--- src/rtl/muldiv_seq.sv ---
// muldiv_seq: execute-stage multiply/divide sequencer.
// Owns HI/LO and computes 32x32 products in one cycle.
// Runs the valid/ready handshake of the signed and unsigned divider cores.
// Stalls the pipeline while an operation is in flight.
module muldiv_seq (
  input  logic        clk,
  input  logic        reset,
  input  logic        req_valid,
  input  logic [2:0]  req_op,
  input  logic [31:0] req_src1,
  input  logic [31:0] req_src2,
  input  logic        flush,
  output logic        stall,
  output logic        done,
  output logic [31:0] hi,
  output logic [31:0] lo,
  output logic [31:0] div_dividend,
  output logic [31:0] div_divisor,
  output logic        divs_tvalid,
  input  logic        divs_tready,
  input  logic        divs_dout_tvalid,
  input  logic [63:0] divs_dout_tdata,
  output logic        divu_tvalid,
  input  logic        divu_tready,
  input  logic        divu_dout_tvalid,
  input  logic [63:0] divu_dout_tdata
);

  localparam logic [2:0] OP_MULT  = 3'd1;
  localparam logic [2:0] OP_MULTU = 3'd2;
  localparam logic [2:0] OP_DIV   = 3'd3;
  localparam logic [2:0] OP_DIVU  = 3'd4;
  localparam logic [2:0] OP_MTHI  = 3'd5;
  localparam logic [2:0] OP_MTLO  = 3'd6;

  typedef enum logic [2:0] {
    ST_IDLE  = 3'd0,
    ST_MUL   = 3'd1,
    ST_DREQ  = 3'd2,
    ST_DWAIT = 3'd3,
    ST_DONE  = 3'd4
  } state_t;

  state_t      state_q, state_d;
  logic [2:0]  op_q;
  logic [31:0] src1_q, src2_q;
  logic [31:0] hi_q, lo_q;
  logic        drain_q, drain_sel_q;

  logic        req_mul, req_div, accept;
  logic        op_is_divu;
  logic        sel_tready, sel_dout_tvalid, drain_dout;
  logic [63:0] sel_dout_tdata;
  logic        sx1, sx2;
  logic [63:0] mul_a, mul_b, mul_p;

  assign req_mul = req_valid && !flush && (req_op == OP_MULT || req_op == OP_MULTU);
  assign req_div = req_valid && !flush && (req_op == OP_DIV  || req_op == OP_DIVU);
  // A divide must wait for a cancelled division's result to drain out of the cores;
  // multiplies do not touch the dividers and go ahead regardless.
  assign accept  = (state_q == ST_IDLE) && (req_mul || (req_div && !drain_q));

  assign op_is_divu      = (op_q == OP_DIVU);
  assign sel_tready      = op_is_divu ? divu_tready      : divs_tready;
  assign sel_dout_tvalid = op_is_divu ? divu_dout_tvalid : divs_dout_tvalid;
  assign sel_dout_tdata  = op_is_divu ? divu_dout_tdata  : divs_dout_tdata;
  assign drain_dout      = drain_sel_q ? divu_dout_tvalid : divs_dout_tvalid;

  // Low 64 bits of the product of 33-bit extended operands equal the low 64 bits
  // of the product of the operands extended to 64 bits.
  assign sx1   = (op_q == OP_MULT) && src1_q[31];
  assign sx2   = (op_q == OP_MULT) && src2_q[31];
  assign mul_a = {{32{sx1}}, src1_q};
  assign mul_b = {{32{sx2}}, src2_q};
  assign mul_p = mul_a * mul_b;

  assign hi           = hi_q;
  assign lo           = lo_q;
  assign div_dividend = src1_q;
  assign div_divisor  = src2_q;

  // State register
  always_ff @(posedge clk) begin
    if (reset) state_q <= ST_IDLE;
    else       state_q <= state_d;
  end

  // Next-state logic; flush always returns to IDLE
  always_comb begin
    state_d = state_q;
    case (state_q)
      ST_IDLE:  if (accept) state_d = req_mul ? ST_MUL : ST_DREQ;
      ST_MUL:   state_d = flush ? ST_IDLE : ST_DONE;
      ST_DREQ:  if (flush) state_d = ST_IDLE;
                else if (sel_tready) state_d = ST_DWAIT;
      ST_DWAIT: if (flush) state_d = ST_IDLE;
                else if (sel_dout_tvalid) state_d = ST_DONE;
      ST_DONE:  state_d = ST_IDLE;
      default:  state_d = ST_IDLE;
    endcase
  end

  // Outputs decoded from state; tvalid depends on registered state only
  always_comb begin
    stall       = 1'b0;
    done        = 1'b0;
    divs_tvalid = 1'b0;
    divu_tvalid = 1'b0;
    case (state_q)
      ST_IDLE:  stall = req_mul || req_div;
      ST_MUL:   stall = 1'b1;
      ST_DREQ:  begin
        stall       = 1'b1;
        divs_tvalid = !op_is_divu;
        divu_tvalid = op_is_divu;
      end
      ST_DWAIT: stall = 1'b1;
      ST_DONE:  done  = 1'b1;
      default:  ;
    endcase
  end

  // Operand capture, HI/LO writes and drain tracking
  always_ff @(posedge clk) begin
    if (reset) begin
      op_q        <= 3'd0;
      src1_q      <= 32'd0;
      src2_q      <= 32'd0;
      hi_q        <= 32'd0;
      lo_q        <= 32'd0;
      drain_q     <= 1'b0;
      drain_sel_q <= 1'b0;
    end else begin
      if (accept) begin
        op_q   <= req_op;
        src1_q <= req_src1;
        src2_q <= req_src2;
      end
      if (state_q == ST_IDLE && req_valid && !flush) begin
        if (req_op == OP_MTHI) hi_q <= req_src1;
        if (req_op == OP_MTLO) lo_q <= req_src1;
      end
      if (state_q == ST_MUL && !flush) begin
        hi_q <= mul_p[63:32];
        lo_q <= mul_p[31:0];
      end
      if (state_q == ST_DWAIT && !flush && sel_dout_tvalid) begin
        lo_q <= sel_dout_tdata[63:32];
        hi_q <= sel_dout_tdata[31:0];
      end
      if (drain_q && drain_dout) drain_q <= 1'b0;
      // A cancelled division whose request was taken still owes a result. If that
      // result arrives in the flush cycle itself, nothing is left to drain.
      if (flush && ((state_q == ST_DWAIT && !sel_dout_tvalid) ||
                    (state_q == ST_DREQ && sel_tready))) begin
        drain_q     <= 1'b1;
        drain_sel_q <= op_is_divu;
      end
    end
  end

endmodule

--- config.mk ---
export PLATFORM = sky130hd
export DESIGN_NAME = muldiv_seq
export DESIGN_NICKNAME = d
export VERILOG_FILES = /design/src/rtl/muldiv_seq.sv
export SDC_FILE = /design/constraint.sdc
export NUM_CORES = 2
export LEC_CHECK = 0
export CAP_MARGIN = 20
export CORE_MARGIN = 2
export CORE_UTILIZATION = 56
export CTS_CLUSTER_DIAMETER = 100
export DETAILED_ROUTE_END_ITERATION = 10
export GPL_TIMING_DRIVEN = 0
export PLACE_DENSITY = 0.8
export SLEW_MARGIN = 20
export SYNTH_ARGS = -nofsm -noshare
export SYNTH_HDL_FRONTEND = slang
export SYNTH_SLANG_ARGS = --single-unit
--- constraint.sdc ---
create_clock -name clk -period 7.6 [get_ports clk]
set_input_delay 1.14 -clock clk [delete_from_list [all_inputs] [get_ports clk]]
set_output_delay 1.14 -clock clk [all_outputs]
set_load 0.02 [all_outputs]
Word level (Yosys, flattened, before mapping). Index checks and enable logic that the tools add are counted.

Register bits after elaboration: 136. Bits of input ports: 203. Output and inout bits: 132.

$mul: 1. Eq/ne operators: 15. Multiplexer cells: 26. Reductions and logical operators: 34.

Operator list (count): two-way mux 32 bit (8); multiplier 33 x 33 -> 64 bit (1); two-way mux 64 bit (1); two-way mux 3 bit (6); logical AND 1 bit (16); == test 3 bit, second input constant (5); == test 3 x 2 -> 1 bit, second input constant (4); one-hot mux 3 bit (4 select lines) (1); == test 3 x 1 -> 1 bit, second input constant (3); nonzero test 3 bit (3); two-way mux 1 bit (8); != test 3 bit, second input constant (2); logical OR 1 bit (5); logical NOT 1 bit (4); AND reduction 2 bit (2); logical NOT 3 bit (1); AND reduction 3 bit (1); OR reduction 3 bit (1); two-way mux 2 bit (1); != test 2 bit, second input constant (1); one-hot mux 1 bit (2 select lines) (1); nonzero test 2 bit (1).

Longest topological paths before layout.
Depth after elaboration: 8. Gate-level depth with buffers: 32. Gate-level depth less buffers: 30.

Least setup slack after synthesis. OpenSTA, ideal clock, no wires.

Kind: reg2reg. Start: register src1_q[31], in the netlist div_dividend[31]. End: register hi_q[28], in the netlist hi[28]. Library setup time: 0.088 ns. Arrival: 8.368 ns. Required time: 7.512 ns. Path slack: -0.856 ns. Cell stages (with the launch flop): 30. Path buffers: 2. Cell sequence: dfxtp_1 -> clkbuf_1 -> and2_1 -> clkbuf_1 -> nand2_1 -> inv_1 -> fa_1 -> inv_1 -> fa_1 -> inv_1 -> fa_1 -> fa_1 -> inv_1 -> fa_1 -> inv_1 -> fa_1 -> inv_1 -> fa_1 -> fa_1 -> inv_1 -> ha_1 -> and2_2 -> nand3_1 -> nor2_2 -> a211oi_2 -> o31ai_4 -> a221oi_2 -> a21oi_2 -> or4b_1 -> a311oi_2.

Word-level cells in the longest chain between the ends: 4.

RTL lines: start, declared (RTL line 46) `logic [31:0] src1_q, src2_q;`; start signal, assigned (RTL line 136) `src1_q <= req_src1;`; logical AND 1 bit (RTL line 71) `assign sx1 = (op_q == OP_MULT) && src1_q[31];`; multiplier 33 x 33 -> 64 bit * (RTL line 75) `assign mul_p = mul_a * mul_b;`; two-way mux 32 bit * (RTL line 143) `if (state_q == ST_MUL && !flush) begin`; two-way mux 32 bit * (RTL line 147) `if (state_q == ST_DWAIT && !flush && sel_dout_tvalid) begin`; end signal, assigned (RTL line 140) `if (req_op == OP_MTHI) hi_q <= req_src1;`; end signal, assigned (RTL line 144) `hi_q <= mul_p[63:32];`; end signal, assigned (RTL line 149) `hi_q <= sel_dout_tdata[31:0];`; end, declared (RTL line 47) `logic [31:0] hi_q, lo_q;`.

Every way passes the cells marked *; elsewhere a longest branch is shown, timed or not. A chain may end at the register's enable or synchronous reset.

Worst setup path after layout.
Start: register src1_q[31], in the netlist div_dividend[31]. End: register hi_q[25], in the netlist hi[25].

The elaborated chain is that of the path after synthesis.

==> flow_metrics.tcl <==
set metrics [dict create \
    outcome "finished, violations left" \
    violations "setup timing" \
    endpoint_kind "register" \
    max_stage_delay_ps 680 \
    rows 103 \
    finClkSkew_ps 28.03 \
    cts_root_buf "clkbuf_16" \
    path_clk_slew_ps 90 \
    synth-warning-count 0 \
    final_cells 6664 \
    r2r_slack_ps -1030 \
    final_util_pct 67.42 \
    ys_seq_elements 136 \
    final.min_clock_period_ps 8634 \
    synth_top_area_share_pct 50.50 \
    place_area_mm2 0.04940 \
    fp.dieH_um 286.2 \
    rsz0062_at_grt "yes" \
    hpwl_um 143400 \
    max_freq_ghz 0.1158 \
    layout_commonest_cell "inv_1" \
    cts-buffers-inserted 17 \
    grt_max_degree 25 \
    netlist_instances 5137 \
    dp_cells 6520 \
    ant_nets 0 \
    drv_cap 0 \
    critPathArrivalTime_ps 9010 \
    insertion_delay_ps 480 \
    drive_above_1_share_pct 11.36 \
    seq_area_frac_synth_pct 6.104 \
    routed_via_density 5.965 \
    cts_sinks 136 \
    wl_um 176400 \
    r2r-start "div_dividend[31]" \
    ios 335 \
    reg2reg_depth 27 \
    hp-class "register to register" \
    final.setup.tns_ps -13990 \
    grt_pass1_wl_um 257800 \
    tightest_slew_ps 1070 \
    hold_viol 0 \
    powerDensity_mw_per_mm2 51.01 \
    cp_num_cells 27 \
    yosys.area.top_type "fa_1" \
    cp-endpoint "hi[25]" \
    finalCritPeriodShare_pct 113.6 \
    layout_common_cells "1120 x inv_1, 1102 x nand2_1, 1083 x fa_1, 333 x clkdlybuf4s50_1, 287 x and2_1" \
    antenna_found_initial 15 \
    r2r-end "hi[25]" \
    cts_tree "done" \
    grt_pass1_vias 40860 \
    critPathSlowestCell "fa_2" \
    synth-edff-count 0 \
    dr.pass1.iters 8 \
    fillers 6245 \
    vdd_drop_max_mv 0.1473 \
    synthFlopType "dfxtp_1" \
    design_area_mm2 0.05317 \
    die_area_mm2 0.08192 \
    max-slew-margin-rel_pct 28.67 \
    core_region_area_mm2 0.07887 \
    post_drt_wl_per_cell_um 26.47 \
    timing.critical_path.buf_inv 8 \
    setup_viol 28 \
    synth.distinct_cells 84 \
    slew_viol_final 0 \
    preCtsSetupSlack_ps -2332 \
    syn_area_mm2 0.04460 \
    synthTopCellsByArea "fa_1 50%, inv_1 9.6%, nand2_1 9.4%, dfxtp_1 6.1%, ha_1 5.9%" \
    crit_fanout 10 \
    worst_slack_ps -1034 \
    grt_overflow 0 \
    gr-usage-all-layers_pct 43.46 \
    critPathMostFrequentCell "fa_1" \
    placement.io_buffers 333 \
    path_delay_family "adder cells" \
    nNetsFinal 7132 \
    syn-num-nets 6677 \
    crit_start "div_dividend[31]" \
    initial_utilization_pct 56.55 \
    drt-initial-drc-count 4513 \
    crit_path_start_kind "register" \
    place_congestion 1.102 \
    critPathRequiredTime_ps 7980 \
    via_count 39750 \
    area_growth_pct 19.22 \
    ctsHtreeMaxLevel 4 \
    p_leak_nw 23.46 \
    async_flop_share_pct 0 \
    syn_area_per_cell_um2 8.682 \
    critPathKind "register to register" \
    die_w_um 286.2 \
    cts_max_path_buffers 2 \
    drc_errors 0 \
]
==> metal layers <==
layer	wire, µm	GRT usage, %	share of wire, %
met5	207	0	0.12
met1	60210	54.47	34
met2	74950	63.01	42
met3	26530	16.84	15
met4	14530	28.02	8.2
==> synthesized netlist by cell type, drive strengths merged, types with 10 or more instances <==
cell type and count:
inv 1144, o21a 14, and2 293, o21bai 10, nand4 14, nand3 22, a21o 35, nor3 16
fa 1125, nor2 98, ha 212, dfxtp 136, a211oi 33, and3 29, xnor2 50, a21oi 172
nand2b 13, a311oi 22, buf 18, xor2 18, clkbuf 302, or2 11, a31oi 60, o21ai 77
nand2 1114
==> worst min-delay path, stage by stage (launching register included) <==
cell,delay [ps]
dfxtp_1,320
nand2_1,50
a21oi_1,60
==> power breakdown <==
part,switching (mW),internal [mW]
logic,0.623,0.383
registers,0.0561,0.731
clock network,0.443,0.477
total,1.12,1.59
==> flip-flops by register name, indices dropped and copies added (netlist names) <==
signal        cells
lo               32
div_dividend     32
state_q           3
div_divisor      32
hi               32
drain_q           1
op_q              3
drain_sel_q       1
==> stage by stage <==
stage | power (mW) | hold slack, ps
6_report | 2.712 | 467.0
5_1_grt | 2.753 | 481.9
4_1_cts | 2.607 | 464.6
3_5_place_dp | 1.646 | 450.2
3_3_place_gp | 1.641 | 438.6
2_1_floorplan | 1.176 | 437.0
==> timing repair <==
action,CTS,global route
pin swaps,77,101
endpoints found under the setup margin,49,40
gates resized for setup,498,270
buffers inserted,61,52
gates cloned,1,1
hold buffers,0,0
==> cell families after synthesis <==
logic type	count (synthesis)	share of synthesized area, %
flip-flops	136	6.104
AND/OR/NAND/NOR	1644	16.33
multiplexers	8	0.1795
buffers and inverters	1465	12.69
adder cells (fa/ha/maj)	1337	56.44
AO/OA/AOI/OAI	479	6.912
XOR/XNOR	68	1.335
==> worst min-delay path by stage <==
stage / start / end / slack [ps] / depth (start not counted)
2_1_floorplan: drain_q / drain_q / 440 / 2
3_3_place_gp: hi[1] / hi[1] / 440 / 2
3_5_place_dp: hi[1] / hi[1] / 450 / 2
4_1_cts: hi[1] / hi[1] / 460 / 2
5_1_grt: drain_q / drain_q / 480 / 2
6_report: drain_q / drain_q / 470 / 2
==> area by class of cell <==
type | count | area [µm²] | share of cell area [%]
multi-input cells | 3536 | 37280 | 70.10
repair buffers | 446 | 4359 | 8.198
inverters | 1145 | 4323 | 8.130
flip-flops and latches | 136 | 2833 | 5.327
plain buffers | 310 | 2425 | 4.560
well taps | 1050 | 1314 | 2.471
clock buffers | 17 | 425.4 | 0.8000
clock inverters | 15 | 196.4 | 0.3694
diodes | 9 | 22.52 | 0.04235
Note: power is estimated with default switching activity, not from simulation.
